<file path="config.mk">
export PLATFORM = sky130hd
export DESIGN_NAME = byte_to_symbol_mux
export DESIGN_NICKNAME = d
export VERILOG_FILES = /design/src/rtl/zb_tx_pkg.sv /design/src/rtl/nibble_mux.sv /design/src/rtl/byte_to_symbol_mux.sv
export SDC_FILE = /design/constraint.sdc
export NUM_CORES = 1
export LEC_CHECK = 0
export BUFFER_PORTS_ARGS = -buffer_cell sky130_fd_sc_hd__buf_2
export CORE_UTILIZATION = 48
export CTS_CLUSTER_DIAMETER = 100
export DETAILED_ROUTE_END_ITERATION = 6
export GPL_ROUTABILITY_DRIVEN = 1
export PLACE_DENSITY = 0.85
export SYNTH_ARGS = -nofsm -noshare
export SYNTH_HDL_FRONTEND = slang
export SYNTH_SLANG_ARGS = --single-unit
</file>
<file path="constraint.sdc">
create_clock -name clk -period 1.52 [get_ports clk]
set_input_delay 0.228 -clock clk [delete_from_list [all_inputs] [get_ports clk]]
set_output_delay 0.228 -clock clk [all_outputs]
set_load 0.02 [all_outputs]
</file>
<file path="src/rtl/zb_tx_pkg.sv">
// zb_tx_pkg
// Shared definitions for the 802.15.4 transmit byte-to-symbol path.
//   SYM_W  : symbol width in bits
//   DATA_W : payload word width in bits
//   SYMS   : symbols per word
//   IDX_W  : width of a symbol index within a word (never below 1 bit)
//   tx_state_t : serializer FSM states
package zb_tx_pkg;

    localparam int SYM_W  = 4;
    localparam int DATA_W = 8;
    localparam int SYMS   = DATA_W / SYM_W;
    localparam int IDX_W  = (SYMS > 1) ? $clog2(SYMS) : 1;

    typedef enum logic {
        IDLE = 1'b0,
        SEND = 1'b1
    } tx_state_t;

endpackage

</file>
<file path="src/rtl/nibble_mux.sv">
// nibble_mux
// Combinational SYMS:1 selector of SYM_W-bit slices of a word. Slice 0 is
// the least-significant one. An index past the last slice yields zero.
// Ports:
//   word : SYMS*SYM_W-bit source word
//   sel  : slice index
//   sym  : selected slice
module nibble_mux #(
    parameter int SYM_W = 4,
    parameter int SYMS  = 2,
    parameter int SEL_W = 1
) (
    input  logic [SYMS*SYM_W-1:0] word,
    input  logic [SEL_W-1:0]      sel,
    output logic [SYM_W-1:0]      sym
);

    logic [SYMS-1:0][SYM_W-1:0] slices;

    assign slices = word;

    // Compare-and-select keeps non-power-of-two SYMS safe from
    // out-of-range indexing.
    always_comb begin
        sym = '0;
        for (int i = 0; i < SYMS; i++) begin
            if (sel == SEL_W'(i)) sym = slices[i];
        end
    end

endmodule

</file>
<file path="src/rtl/byte_to_symbol_mux.sv">
// byte_to_symbol_mux
// Serializes payload bytes into SYM_W-bit symbols, LSB symbol first, for the
// chip-spreading stage. The frame-end flag rides with the byte and is shown
// on its final symbol only. When the final symbol transfers, a waiting byte is
// taken in the same cycle, so streaming has no gaps.
// Ports:
//   clk, rst  : clock, asynchronous active-high reset
//   inData    : byte to serialize
//   inValid   : inData/inLast valid
//   inLast    : byte closes the frame
//   outReady  : byte accepted this cycle when inValid is high
//   outSym    : current symbol (zero while idle)
//   outValid  : outSym/outIdx/outLast valid
//   inReady   : downstream takes the symbol this cycle
//   outIdx    : symbol position within its byte (0 = LSB symbol)
//   outLast   : current symbol ends the frame
module byte_to_symbol_mux
    import zb_tx_pkg::*;
#(
    parameter  int DATA_W   = 8,
    parameter  int SYM_W    = 4,
    localparam int NUM_SYMS = DATA_W / SYM_W,
    localparam int SEL_W    = (NUM_SYMS > 1) ? $clog2(NUM_SYMS) : 1
) (
    input  logic              clk,
    input  logic              rst,
    input  logic [DATA_W-1:0] inData,
    input  logic              inValid,
    input  logic              inLast,
    output logic              outReady,
    output logic [SYM_W-1:0]  outSym,
    output logic              outValid,
    input  logic              inReady,
    output logic [SEL_W-1:0]  outIdx,
    output logic              outLast
);

    tx_state_t         state, stateNext;
    logic [DATA_W-1:0] hold, holdNext;
    logic [SEL_W-1:0]  idx, idxNext;
    logic              lastReg, lastNext;

    logic              lastSym;
    logic              symXfer;
    logic              byteXfer;
    logic [SYM_W-1:0]  muxSym;

    assign lastSym  = (idx == SEL_W'(NUM_SYMS - 1));
    assign outValid = (state == SEND);
    assign symXfer  = outValid && inReady;
    // The only input-to-output combinational path: a byte may enter as the
    // final symbol of the current one leaves.
    assign outReady = (state == IDLE) || (lastSym && symXfer);
    assign byteXfer = inValid && outReady;

    nibble_mux #(
        .SYM_W (SYM_W),
        .SYMS  (NUM_SYMS),
        .SEL_W (SEL_W)
    ) uMux (
        .word (hold),
        .sel  (idx),
        .sym  (muxSym)
    );

    assign outSym  = outValid ? muxSym : '0;
    assign outIdx  = idx;
    assign outLast = outValid && lastReg && lastSym;

    always_ff @(posedge clk or posedge rst) begin
        if (rst) begin
            state   <= IDLE;
            hold    <= '0;
            idx     <= '0;
            lastReg <= 1'b0;
        end else begin
            state   <= stateNext;
            hold    <= holdNext;
            idx     <= idxNext;
            lastReg <= lastNext;
        end
    end

    always_comb begin
        stateNext = state;
        holdNext  = hold;
        idxNext   = idx;
        lastNext  = lastReg;
        unique case (state)
            IDLE: begin
                if (byteXfer) begin
                    holdNext  = inData;
                    lastNext  = inLast;
                    idxNext   = '0;
                    stateNext = SEND;
                end
            end
            SEND: begin
                if (symXfer) begin
                    if (!lastSym) begin
                        idxNext = idx + SEL_W'(1);
                    end else if (byteXfer) begin
                        holdNext = inData;
                        lastNext = inLast;
                        idxNext  = '0;
                    end else begin
                        // Park idx at 0 so outIdx reads 0 while idle.
                        idxNext   = '0;
                        stateNext = IDLE;
                    end
                end
            end
            default: stateNext = IDLE;
        endcase
    end

endmodule

</file>
==> metrics.yaml <==
critical_path:
  cp-start-kind: "register"
  path_max_fanout: 9
  crit_type: "register to output pin"
  arrival_ns: 1.20
  end_kind: "output pin"
  rr_worst_depth: 3
  cp.required_ns: 1.29
  worst-r2r-setup-slack_ns: 0.42
  r2r_end: "hold[6]$_DFFE_PP0P_"
  r2r-start: "outIdx$_DFFE_PP0P_"
routing:
  ant_nets: 0
  drt-total-wl_um: 1140
  vias: 507
  dr.first_iter.drc_count: 3
  via_per_inst: 5.07
  drt_pass1_iterations: 2
  wl_per_cell_um: 11.4
  drc: 0
layout:
  multi_input_area_um2: 313
  syn_to_final_growth_pct: 22.3
  instances_no_fill: 100
  drive_gt1_share_pct: 50.6
  stdcell_area_um2: 817
  insertedDiodeCount: 0
  seqCellArea_um2: 278
  final_common_cell: "buf_2"
  final_cell_mix: "buf_2, inv_1, nand2_1"
  fillers: 124
  fin_nets: 99
floorplanning:
  core_um2: 1300
  start_util_pct: 51.3
  std_cell_rows: 13
  die_area_um2: 1550
  die_w_um: 39.3
  die_h_um: 39.3
  ios: 21
run:
  cap_viol_max_count: 0
global_route:
  grt_use_total_pct: 18.6
  grt_max_degree: 14
  grt_pass1_vias: 462
  grt_pass1_wl_um: 1870
  antenna_found_initial: 0
  grt.overflow.total: 0
clocking:
  clkTransAtPathRegs_ns: 0.07
  clkLatencyLatePin_ns: 0.26
  clk_path_buf_depth: 2
  cts_sinks: 11
  cts_buffers: 3
  htree_levels: 1
  cts_tree: "built"
  clock-root-buffer: "clkbuf_4"
  post_cts_buffers: 0
timing:
  hold_viol: 0
  period_share_pct: 93.9
  fin_worst_skew_ns: 0.00296
  period_minus_slack_ns: 1.43
  slew_violations: 0
  setup_viol: 0
  rsz0062_at_grt: "no"
  setup_tns_ns: 0
  fmax_mhz: 700
  whs_ns: 0.214
  worstMarginPinSlew_ns: 0.412
  slew_headroom_pct: 72.5
  setup_ws_ns: 0.0922
min_path:
  hp-class: "primary input to register"
  min_to: "hold[5]$_DFFE_PP0P_"
  hold_depth: 3
  worstHoldStart: "inData[5]"
placement:
  dp.cells: 95
  portBuffers: 20
  pre_cts_ws_ns: 0.293
  dp_hpwl_um: 841
  placed_area_um2: 778
  finalWeightedCongestion: 0.690
synthesis:
  ys_types: 15
  avgSynthCellArea_um2: 11.0
  yosysSeqAreaShare_pct: 41.2
  syn_inst: 61
  syn_area_um2: 668
  ys_warn_count: 0
  synth_seq_cells: 11
  synth_fp_nets: 74
pwr:
  leakagePower_nw: 0.415
  powerDensity_nw_per_um2: 1330
  irDropWorstVdd_mv: 0.616
run_status:
  status: "complete, no violations"
## cells by family after synthesis
logic type | count (synthesis) | share of synthesized area [%]
multiplexers | 6 | 9.18
buffers and inverters | 16 | 12.0
flip-flops | 11 | 41.2
AO/OA/AOI/OAI | 10 | 23.6
AND/OR/NAND/NOR | 18 | 14.0
## layout make-up
class | instances | area share (%)
clock buffer | 4 | 3.22
inverter | 11 | 5.05
multi-input combinational | 34 | 38.3
sequential | 11 | 34.0
tap | 15 | 2.30
timing repair buffer | 25 | 17.2
## sequential cells by signal (all words and copies together), names as in the netlist
signal / flops
lastReg: 1
hold: 8
outValid: 1
outIdx: 1
## critical path: stages, from the launching register on
cell      delay (ns)
dfrtp_2         0.49
a21boi_2        0.24
inv_1           0.06
buf_2           0.15
## worst max path at each step
stage,end,startpoint
finish,outReady,outIdx$_DFFE_PP0P_
floorplan,outReady,outValid$_DFF_PP0_
global placement,outSym[0],outIdx$_DFFE_PP0P_
detailed placement,outSym[0],outIdx$_DFFE_PP0P_
global route,outReady,outIdx$_DFFE_PP0P_
CTS,outSym[0],outIdx$_DFFE_PP0P_
## layer usage
metal  vias up  GRT usage [%]  wire [um]
li1        254              -          -
met1       238           21.4        487
met2        13           32.1        608
met3         2           5.11         43
met4         0           7.76          4
met5         -              0          0
## repair_timing
action / 4_1_cts / 5_1_grt
hold buffers: 1 / 0
endpoints found under the hold margin: 11 / 0
endpoints found under the setup margin: 0 / 6
resized for setup: 0 / 2
## power breakdown
part           switching (mW)  internal (mW)
clock                  0.0963          0.101
combinational           0.222          0.229
sequential             0.0623          0.376
total                   0.380          0.706
## metrics by stage
stage | total power [mW] | utilization, %
after floorplan | 0.789 | -
after global placement | 0.884 | 59.8
after detailed placement | 0.894 | 59.8
after CTS | 1.09 | 62.6
after global routing | 1.16 | 62.8
final | 1.09 | 62.8
## cells in the mapped netlist
cell      number  share of area (%)
mux2i_1        5                7.5
nand2_1       10                5.6
and3_4         1                1.7
mux2_2         1                1.7
o32ai_2        9                 22
clkbuf_2       1               0.75
or2_2          1               0.94
a21boi_2       1                1.7
and3_2         1                1.1
buf_4          1                1.1
dfrtp_1       11                 41
clkbuf_1       1               0.56
nor2b_1        5                4.7
inv_1         11                6.2
buf_6          2                3.4
No activity file was read; power rests on OpenSTA's default activity.
